===== src/rtl/flog_pkg.sv =====
// Shared types and widths for the bfloat16 log2 unit and its scheduler.
package flog_pkg;

  localparam int S_WIDTH     = 1;
  localparam int EXP_WIDTH   = 8;
  localparam int FRACT_WIDTH = 7;

  typedef enum logic [1:0] {IDLE, RST, ISSUE, RESP} flog_sched_state_t;

  typedef struct packed {
    logic [S_WIDTH-1:0]     sign;
    logic [EXP_WIDTH-1:0]   exp;
    logic [FRACT_WIDTH-1:0] fract;
  } flog_op_t;

  // Quiet NaN: positive, exponent all ones, fraction MSB set.
  localparam flog_op_t FLOG_QNAN = '{
    sign:  '0,
    exp:   '1,
    fract: {1'b1, {(FRACT_WIDTH-1){1'b0}}}
  };

endpackage


===== src/rtl/flog_rr_arbiter.sv =====
// Combinational round-robin pick: lowest requesting index at or above ptr, wrapping.
module flog_rr_arbiter #(
  parameter int N_REQ = 4,
  parameter int ID_W  = $clog2(N_REQ)
) (
  input  logic [N_REQ-1:0] i_req,
  input  logic [ID_W-1:0]  i_ptr,
  input  logic             i_en,
  output logic [N_REQ-1:0] o_gnt,
  output logic [ID_W-1:0]  o_idx,
  output logic             o_any
);

  int w_k;

  // Scan N_REQ positions starting at ptr; the first hit wins.
  always_comb begin
    o_gnt = '0;
    o_idx = '0;
    o_any = 1'b0;
    w_k   = 0;
    for (int i = 0; i < N_REQ; i++) begin
      w_k = int'(i_ptr) + i;
      if (w_k >= N_REQ) w_k = w_k - N_REQ;
      if (i_en && !o_any && i_req[w_k]) begin
        o_any      = 1'b1;
        o_gnt[w_k] = 1'b1;
        o_idx      = ID_W'(w_k);
      end
    end
  end

endmodule


===== src/rtl/flog_sched.sv =====
// Round-robin front end sharing one non-pipelined log2 unit between N_REQ requesters.
module flog_sched
  import flog_pkg::*;
#(
  parameter int N_REQ      = 4,
  parameter int RST_CYCLES = 2,
  parameter int TIMEOUT    = 64,
  parameter int ID_W       = $clog2(N_REQ)
) (
  input  logic                              clk,
  input  logic                              rst,
  input  logic [N_REQ-1:0]                  req_valid_i,
  output logic [N_REQ-1:0]                  req_ready_o,
  input  logic [N_REQ-1:0][S_WIDTH-1:0]     req_sign_i,
  input  logic [N_REQ-1:0][EXP_WIDTH-1:0]   req_exp_i,
  input  logic [N_REQ-1:0][FRACT_WIDTH-1:0] req_fract_i,
  output logic                              rsp_valid_o,
  input  logic                              rsp_ready_i,
  output logic [ID_W-1:0]                   rsp_id_o,
  output logic [S_WIDTH-1:0]                rsp_sign_o,
  output logic [EXP_WIDTH-1:0]              rsp_exp_o,
  output logic [FRACT_WIDTH-1:0]            rsp_fract_o,
  output logic                              rsp_timeout_o,
  output logic                              flog_rst_o,
  output logic                              flog_valid_o,
  output logic [S_WIDTH-1:0]                flog_sign_o,
  output logic [EXP_WIDTH-1:0]              flog_exp_o,
  output logic [FRACT_WIDTH-1:0]            flog_fract_o,
  input  logic                              flog_valid_i,
  input  logic [S_WIDTH-1:0]                flog_s_res_i,
  input  logic [EXP_WIDTH-1:0]              flog_e_res_i,
  input  logic [FRACT_WIDTH-1:0]            flog_f_res_i
);

  localparam int CNT_MAX = (TIMEOUT > RST_CYCLES) ? TIMEOUT : RST_CYCLES;
  localparam int CNT_W   = $clog2(CNT_MAX + 1);

  flog_sched_state_t r_state;
  logic [ID_W-1:0]   r_ptr;
  logic [CNT_W-1:0]  r_cnt;
  logic [ID_W-1:0]   r_id;
  logic              r_tmo;
  flog_op_t          r_op;
  flog_op_t          r_res;

  logic [N_REQ-1:0]  w_gnt;
  logic [ID_W-1:0]   w_idx;
  logic              w_any;
  logic [ID_W-1:0]   w_ptr_nxt;

  flog_rr_arbiter #(.N_REQ(N_REQ), .ID_W(ID_W)) u_arb (
    .i_req (req_valid_i),
    .i_ptr (r_ptr),
    .i_en  (r_state == IDLE),
    .o_gnt (w_gnt),
    .o_idx (w_idx),
    .o_any (w_any)
  );

  // Grant is a valid requester, so the ready bit alone marks the handshake.
  assign req_ready_o = w_gnt;
  assign w_ptr_nxt   = (w_idx == ID_W'(N_REQ - 1)) ? '0 : w_idx + 1'b1;

  // Unit is held in reset whenever it is not actively computing.
  assign flog_rst_o    = (r_state != ISSUE);
  assign flog_valid_o  = (r_state == ISSUE);
  assign flog_sign_o   = r_op.sign;
  assign flog_exp_o    = r_op.exp;
  assign flog_fract_o  = r_op.fract;

  assign rsp_valid_o   = (r_state == RESP);
  assign rsp_id_o      = r_id;
  assign rsp_sign_o    = r_res.sign;
  assign rsp_exp_o     = r_res.exp;
  assign rsp_fract_o   = r_res.fract;
  assign rsp_timeout_o = r_tmo;

  // Sequencer: accept -> reset pulse -> held issue -> response.
  always_ff @(posedge clk or negedge rst) begin
    if (!rst) begin
      r_state <= IDLE;
      r_ptr   <= '0;
      r_cnt   <= '0;
      r_id    <= '0;
      r_tmo   <= 1'b0;
      r_op    <= '0;
      r_res   <= '0;
    end else begin
      case (r_state)
        IDLE: if (w_any) begin
          r_op    <= '{sign: req_sign_i[w_idx], exp: req_exp_i[w_idx],
                       fract: req_fract_i[w_idx]};
          r_id    <= w_idx;
          r_ptr   <= w_ptr_nxt;
          r_cnt   <= '0;
          r_state <= RST;
        end
        RST: if (r_cnt == CNT_W'(RST_CYCLES - 1)) begin
          r_cnt   <= '0;
          r_state <= ISSUE;
        end else begin
          r_cnt   <= r_cnt + 1'b1;
        end
        ISSUE: begin
          r_cnt <= r_cnt + 1'b1;
          // A real answer wins over a timeout landing in the same cycle.
          if (flog_valid_i) begin
            r_res   <= '{sign: flog_s_res_i, exp: flog_e_res_i, fract: flog_f_res_i};
            r_tmo   <= 1'b0;
            r_state <= RESP;
          end else if (r_cnt == CNT_W'(TIMEOUT - 1)) begin
            r_res   <= FLOG_QNAN;
            r_tmo   <= 1'b1;
            r_state <= RESP;
          end
        end
        RESP: if (rsp_ready_i) r_state <= IDLE;
        default: r_state <= IDLE;
      endcase
    end
  end

endmodule


===== config.mk =====
export PLATFORM = sky130hd
export DESIGN_NAME = flog_sched
export DESIGN_NICKNAME = d
export VERILOG_FILES = /design/src/rtl/flog_pkg.sv /design/src/rtl/flog_rr_arbiter.sv /design/src/rtl/flog_sched.sv
export SDC_FILE = /design/constraint.sdc
export NUM_CORES = 1
export LEC_CHECK = 0
export ABC_AREA = 0
export BUFFER_PORTS_ARGS = -buffer_cell sky130_fd_sc_hd__buf_2
export CORE_MARGIN = 4
export CORE_UTILIZATION = 40
export DETAILED_ROUTE_END_ITERATION = 7
export PLACE_DENSITY = 0.81
export SLEW_MARGIN = 20
export SYNTH_ARGS = -nofsm -noshare
export SYNTH_HDL_FRONTEND = slang
export SYNTH_SLANG_ARGS = --single-unit

===== constraint.sdc =====
create_clock -name clk -period 4.2 [get_ports clk]
set_input_delay 0.42 -clock clk [delete_from_list [all_inputs] [get_ports clk]]
set_output_delay 0.42 -clock clk [all_outputs]
set_load 0.01 [all_outputs]

-- Word level (Yosys, flattened, before mapping)
Cells that the tools add are included.
Widths: inputs -> output; s select.
- bits in registers: 46
- bits of input ports: 88
- output and inout bits: 42
- $add $sub $neg: 9
- $lt $le $gt $ge: 13
- eq/ne operators: 11
- mux-type cells: 56
- bitwise operators: 3
- reductions and logical operators: 21
- operator list (operator ; count):
    $ge 32x1->1 const B ; 4
    $lt 32x4->1 const B ; 4
    $mux 32 ; 4
    $ge 32x4->1 const B ; 3
    $sub 32x4->32 const B ; 3
    $mux 16 ; 2
    $mux 7 ; 3
    $pmux 7 s3 ; 1
    $mux 2 ; 10
    $mux 1 ; 19
    $bmux 8 s2 ; 1
    $mux 4 ; 4
    $bmux 7 s2 ; 1
    $or 4x4->4 ; 3
    $logic_and 1x1->1 ; 11
    $bmux 1 s2 ; 5
    $demux 1 s2 ; 4
    $mux 8 ; 1
    $pmux 2 s4 ; 1
    $add 7x1->7 const B ; 1
    $eq 7x1->1 const B ; 1
    $eq 7x6->1 const B ; 1
    $add 2x2->3 const B ; 2
    $eq 2x2->1 const B ; 3
    other kinds (15) ; 21

-- Depth between registers and ports, before layout
- word-level depth: 21
- mapped depth: 13
- mapped depth without buffers: 8

-- Hierarchy
From an unflattened synthesis, not the netlist that was laid out.
- cell total of the unflattened synthesis: 232
- area, all modules: 2870.3 µm²
- modules (own cells, without submodules) (module ; times used ; cells an instance ; area an instance (µm²)):
    flog_sched ; 1 ; 165 ; 2326.0
    flog_rr_arbiter ; 1 ; 67 ; 544.3

-- Worst setup path before layout
OpenSTA, ideal clock, no wires.
- path type: register to register
- start: reg r_ptr[0]
- end: reg r_op, in the netlist flog_exp_o[2]
- arrival: 2771 ps
- required time: 4070 ps
- path slack: 1299 ps
- stages on the path, launching flop included: 13
- buffers on the path: 4
- cells stage by stage: dfrtp_1 > buf_6 > buf_2 > inv_1 > ha_1 > buf_2 > mux4_2 > inv_1 > o22ai_1 > a21oi_4 > buf_4 > mux2i_1 > a221oi_2
- longest elaborated chain between the ends: 21
- ends and longest elaborated chain (what ; RTL line ; source):
    start, declared ; flog_sched.sv:39 ; logic [ID_W-1:0] r_ptr;
    start signal, assigned ; flog_sched.sv:94 ; r_ptr <= w_ptr_nxt;
    branches (longest 21 deep; another with $sub 32x4->32) ; n/a ;
    end signal, assigned ; flog_sched.sv:91 ; r_op <= '{sign: req_sign_i[w_idx], exp: req_exp_i[w_idx],
    end, declared ; flog_sched.sv:43 ; flog_op_t r_op;
Several ways; the timed one is not identified. The select of a mux whose other input is x is not followed.
A chain may end at the register's enable or synchronous reset.

-- Worst setup path after layout
- start: reg r_ptr[0]
- end: out req_ready_o[0]
- longest elaborated chain between the ends: 19
- ends and longest elaborated chain (what ; RTL line ; source):
    branches (longest 18 deep; another with $sub 32x4->32) ; n/a ;
    $mux 4 * ; flog_rr_arbiter.sv:25 ; if (i_en && !o_any && i_req[w_k]) begin
    end, declared ; flog_sched.sv:13 ; output logic [N_REQ-1:0] req_ready_o,
Mark *: on every way between the ends. The select of a mux whose other input is x is not followed.

==> out/results.txt <==
Yosys cell types: 51
TritonCTS clock tree: done
Synthesized netlist cell count: 320
RSZ-0062 raised after global routing: false
Multiplexer area fraction after synthesis: 14.3%
Final core occ: 52.7%
VDD IR max: 0.320 mV
Compound-cell area share of the yosys netlist: 19.4%
DRT Wirelength: 7.86 mm
Worst R2R Start: r_ptr[0]$_DFFE_PN0P_
Placement Setup Slack: 0.834 ns
Initial antenna violation count: 0
# DRC: 0
Antenna Diode Count: 0
Drt initial violations: 242
Area Growth Syn to Fin: 25.5%
Max FO, Critical Path: 19
Core area: 7370 µm²
Synth Area in XOR/XNOR: 0.283%
Starting density of the core: 42.0%
Final non-filler cell total: 542
Post-Synth Simple-Gate Area: 17.5%
Primary FF master, synth: dfrtp_1
Vias/cell: 5.25
Antenna-violating nets left: 0
Post-DP HPWL: 6.06 mm
I/O pin total: 130
Die Width: 95.9 µm
Leakage: 2.10 nW
First-pass iteration count of the detailed router: 6
Setup violators final: 0
CP startpoint kind: flop
Gr usage total: 17.3%
CTS Buf Count: 5
Clock slew at reported path FFs: 0.09 ns
Least-Margin Pin Slew: 0.732 ns
EDFF count, synth: 0
Maximum clock insertion buffer count: 2
Cell Pwr Density: 746 nW/µm²
Routed WL per cell: 14.5 µm
Async set-reset flop share out of synthesis: 100%
First-pass GRT wire length: 12.7 mm
CTS sink count: 46
RePlAce Congestion: 0.870
Largest family of logic cells by synthesized area: compound AO/OA/AOI/OAI gates
# Max-Cap Violations: 0
Setup_tns: 0 ns
YS warnings: 0
Mean area per synthesized cell: 9.67 µm²
Cell Area, Synth: 3090 µm²
Reg2reg path depth: 9
Critical path class: reg -> out
Synth Register Bits: 46
Final hold vios: 0
Clk root buf: clkbuf_8
M1 GR Usage: 22.0%
Worst-skew pair later-pin latency: 0.30 ns
Final worst path period need: 3.74 ns
# nets final: 545
Commonest non-fill, non-tap cell in the layout: buf_2
Status: finished, final reports clean
Met2 Track Usage GR: 29.4%
Post-CTS Repair Setup Buffers: 0
GRT busiest layer: met2
Vias: 2,845
Post-Synth Adder-Cell Area: 6.07%
Fin crit share: 89.1%
PortBufs: 129
Post-Syn Nets: 423
Hold Crit Class: in -> async
Element type at the critical path end: primary output
Post-Route Skew: 0.00766 ns
Final worst setup slack: 0.456 ns
Cts repair resizes: 0
Routing usage on met3: 3.99%
Slew Limit Fails: 0
Critical Path RT: 3.78 ns
Arrival time at the worst endpoint: 3.32 ns
Total grt overflow: 0
Layout cells sized above 1: 37.0%
FF-to-FF setup slack: 0.83 ns
Hold_buf cts: 0
Post-synthesis sequential area ratio: 37.2%
Vias in the first global route: 2,780
R2r endpoint: r_ptr[1]$_DFFE_PN0P_
Placed cell count: 534
Max-Slew Margin vs Limit: 50.7%
Pin count of the biggest net entering global routing: 47
H-tree depth: 2
Most frequent cells in the layout: 128 x buf_2, 46 x dfrtp_1, 42 x nand2_1, 36 x mux2i_1, 30 x nor2_1
Rows: 31
DIE HEIGHT: 95.9 µm
DIE AREA: 9200 µm²
FMAX: 0.267 GHz
[cell usage after synthesis (5+ instances only)]
library cell  number  area (µm²)
ha_1              15         188
nor2b_1           13        81.3
a21oi_1            6        30.0
nand2b_1           5        31.3
dfrtp_1           46        1150
clkbuf_1           7        26.3
a221oi_2          11         165
inv_1              9        33.8
mux2i_1           36         360
nor2_1            30         113
a221oi_1           6        52.6
o21ai_0           22         110
buf_6              5        56.3
nand3_1           12        60.1
nand2_1           42         158
[layer usage]
metal  part of all wire, %  up-vias  wire length, µm
met5                     0        -                0
met4                   1.8        0              141
met3                   8.1       14              634
met2                    48      127             3810
met1                    42     1304             3270
li1                      -     1400                -
[stage by stage]
stage / hold WS, ns / instance area, µm² / power, mW
2_1_floorplan: 0.124 / 3090 / 2.18
3_3_place_gp: 0.445 / 3780 / 2.56
3_5_place_dp: 0.459 / 3780 / 2.62
4_1_cts: 0.335 / 3880 / 2.92
5_1_grt: 0.154 / 3880 / 3.16
6_report: 0.117 / 3880 / 2.90
[worst max path at each step]
stage,cells past startpoint,from,endpoint
6_report,9,r_ptr[0]$_DFFE_PN0P_,req_ready_o[0]
5_1_grt,9,r_ptr[0]$_DFFE_PN0P_,req_ready_o[1]
4_1_cts,9,r_ptr[0]$_DFFE_PN0P_,req_ready_o[2]
3_5_place_dp,9,r_ptr[0]$_DFFE_PN0P_,req_ready_o[2]
3_3_place_gp,9,r_ptr[0]$_DFFE_PN0P_,r_ptr[1]$_DFFE_PN0P_
2_1_floorplan,12,r_ptr[0]$_DFFE_PN0P_,flog_exp_o[2]$_DFFE_PN0P_
[power breakdown]
part	switching, mW	internal [mW]	total [mW]
logic	1.03	0.780	1.81
clock network	0.158	0.136	0.295
registers	0.148	0.648	0.795
[sequential cells by signal (all words and copies together), names as in the netlist, 2 cells and up]
| name | flops |
|---|---|
| rsp_id_o | 2 |
| r_cnt | 7 |
| r_ptr | 2 |
| r_state | 2 |
| flog_fract_o | 7 |
| rsp_fract_o | 7 |
| rsp_exp_o | 8 |
| flog_exp_o | 8 |
[critical path: stages, from the launching register on]
cell and delay, ns:
dfrtp_1 0.76, inv_1 0.30, ha_1 0.51, nand2_1 0.15, o22a_2 0.29, nor2_1 0.29
nor2_1 0.16, a222oi_1 0.34, nand2_1 0.08, buf_2 0.15
[cell type report]
type	count	area, µm²
fillers	673	3490
inverters	9	33.8
multi-input cells	246	1780
clock inverters	1	8.76
well taps	99	124
flip-flops and latches	46	1150
repair buffers	134	698
clock buffers	7	86.3
[cells by family after synthesis]
| family | after synthesis |
|---|---|
| XOR/XNOR | 1 |
| AO/OA/AOI/OAI | 73 |
| AND/OR/NAND/NOR | 116 |
| buffers and inverters | 28 |
| multiplexers | 41 |
| adder cells (fa/ha/maj) | 15 |
| flip-flops | 46 |
Note: power is estimated with default switching activity, not from simulation.
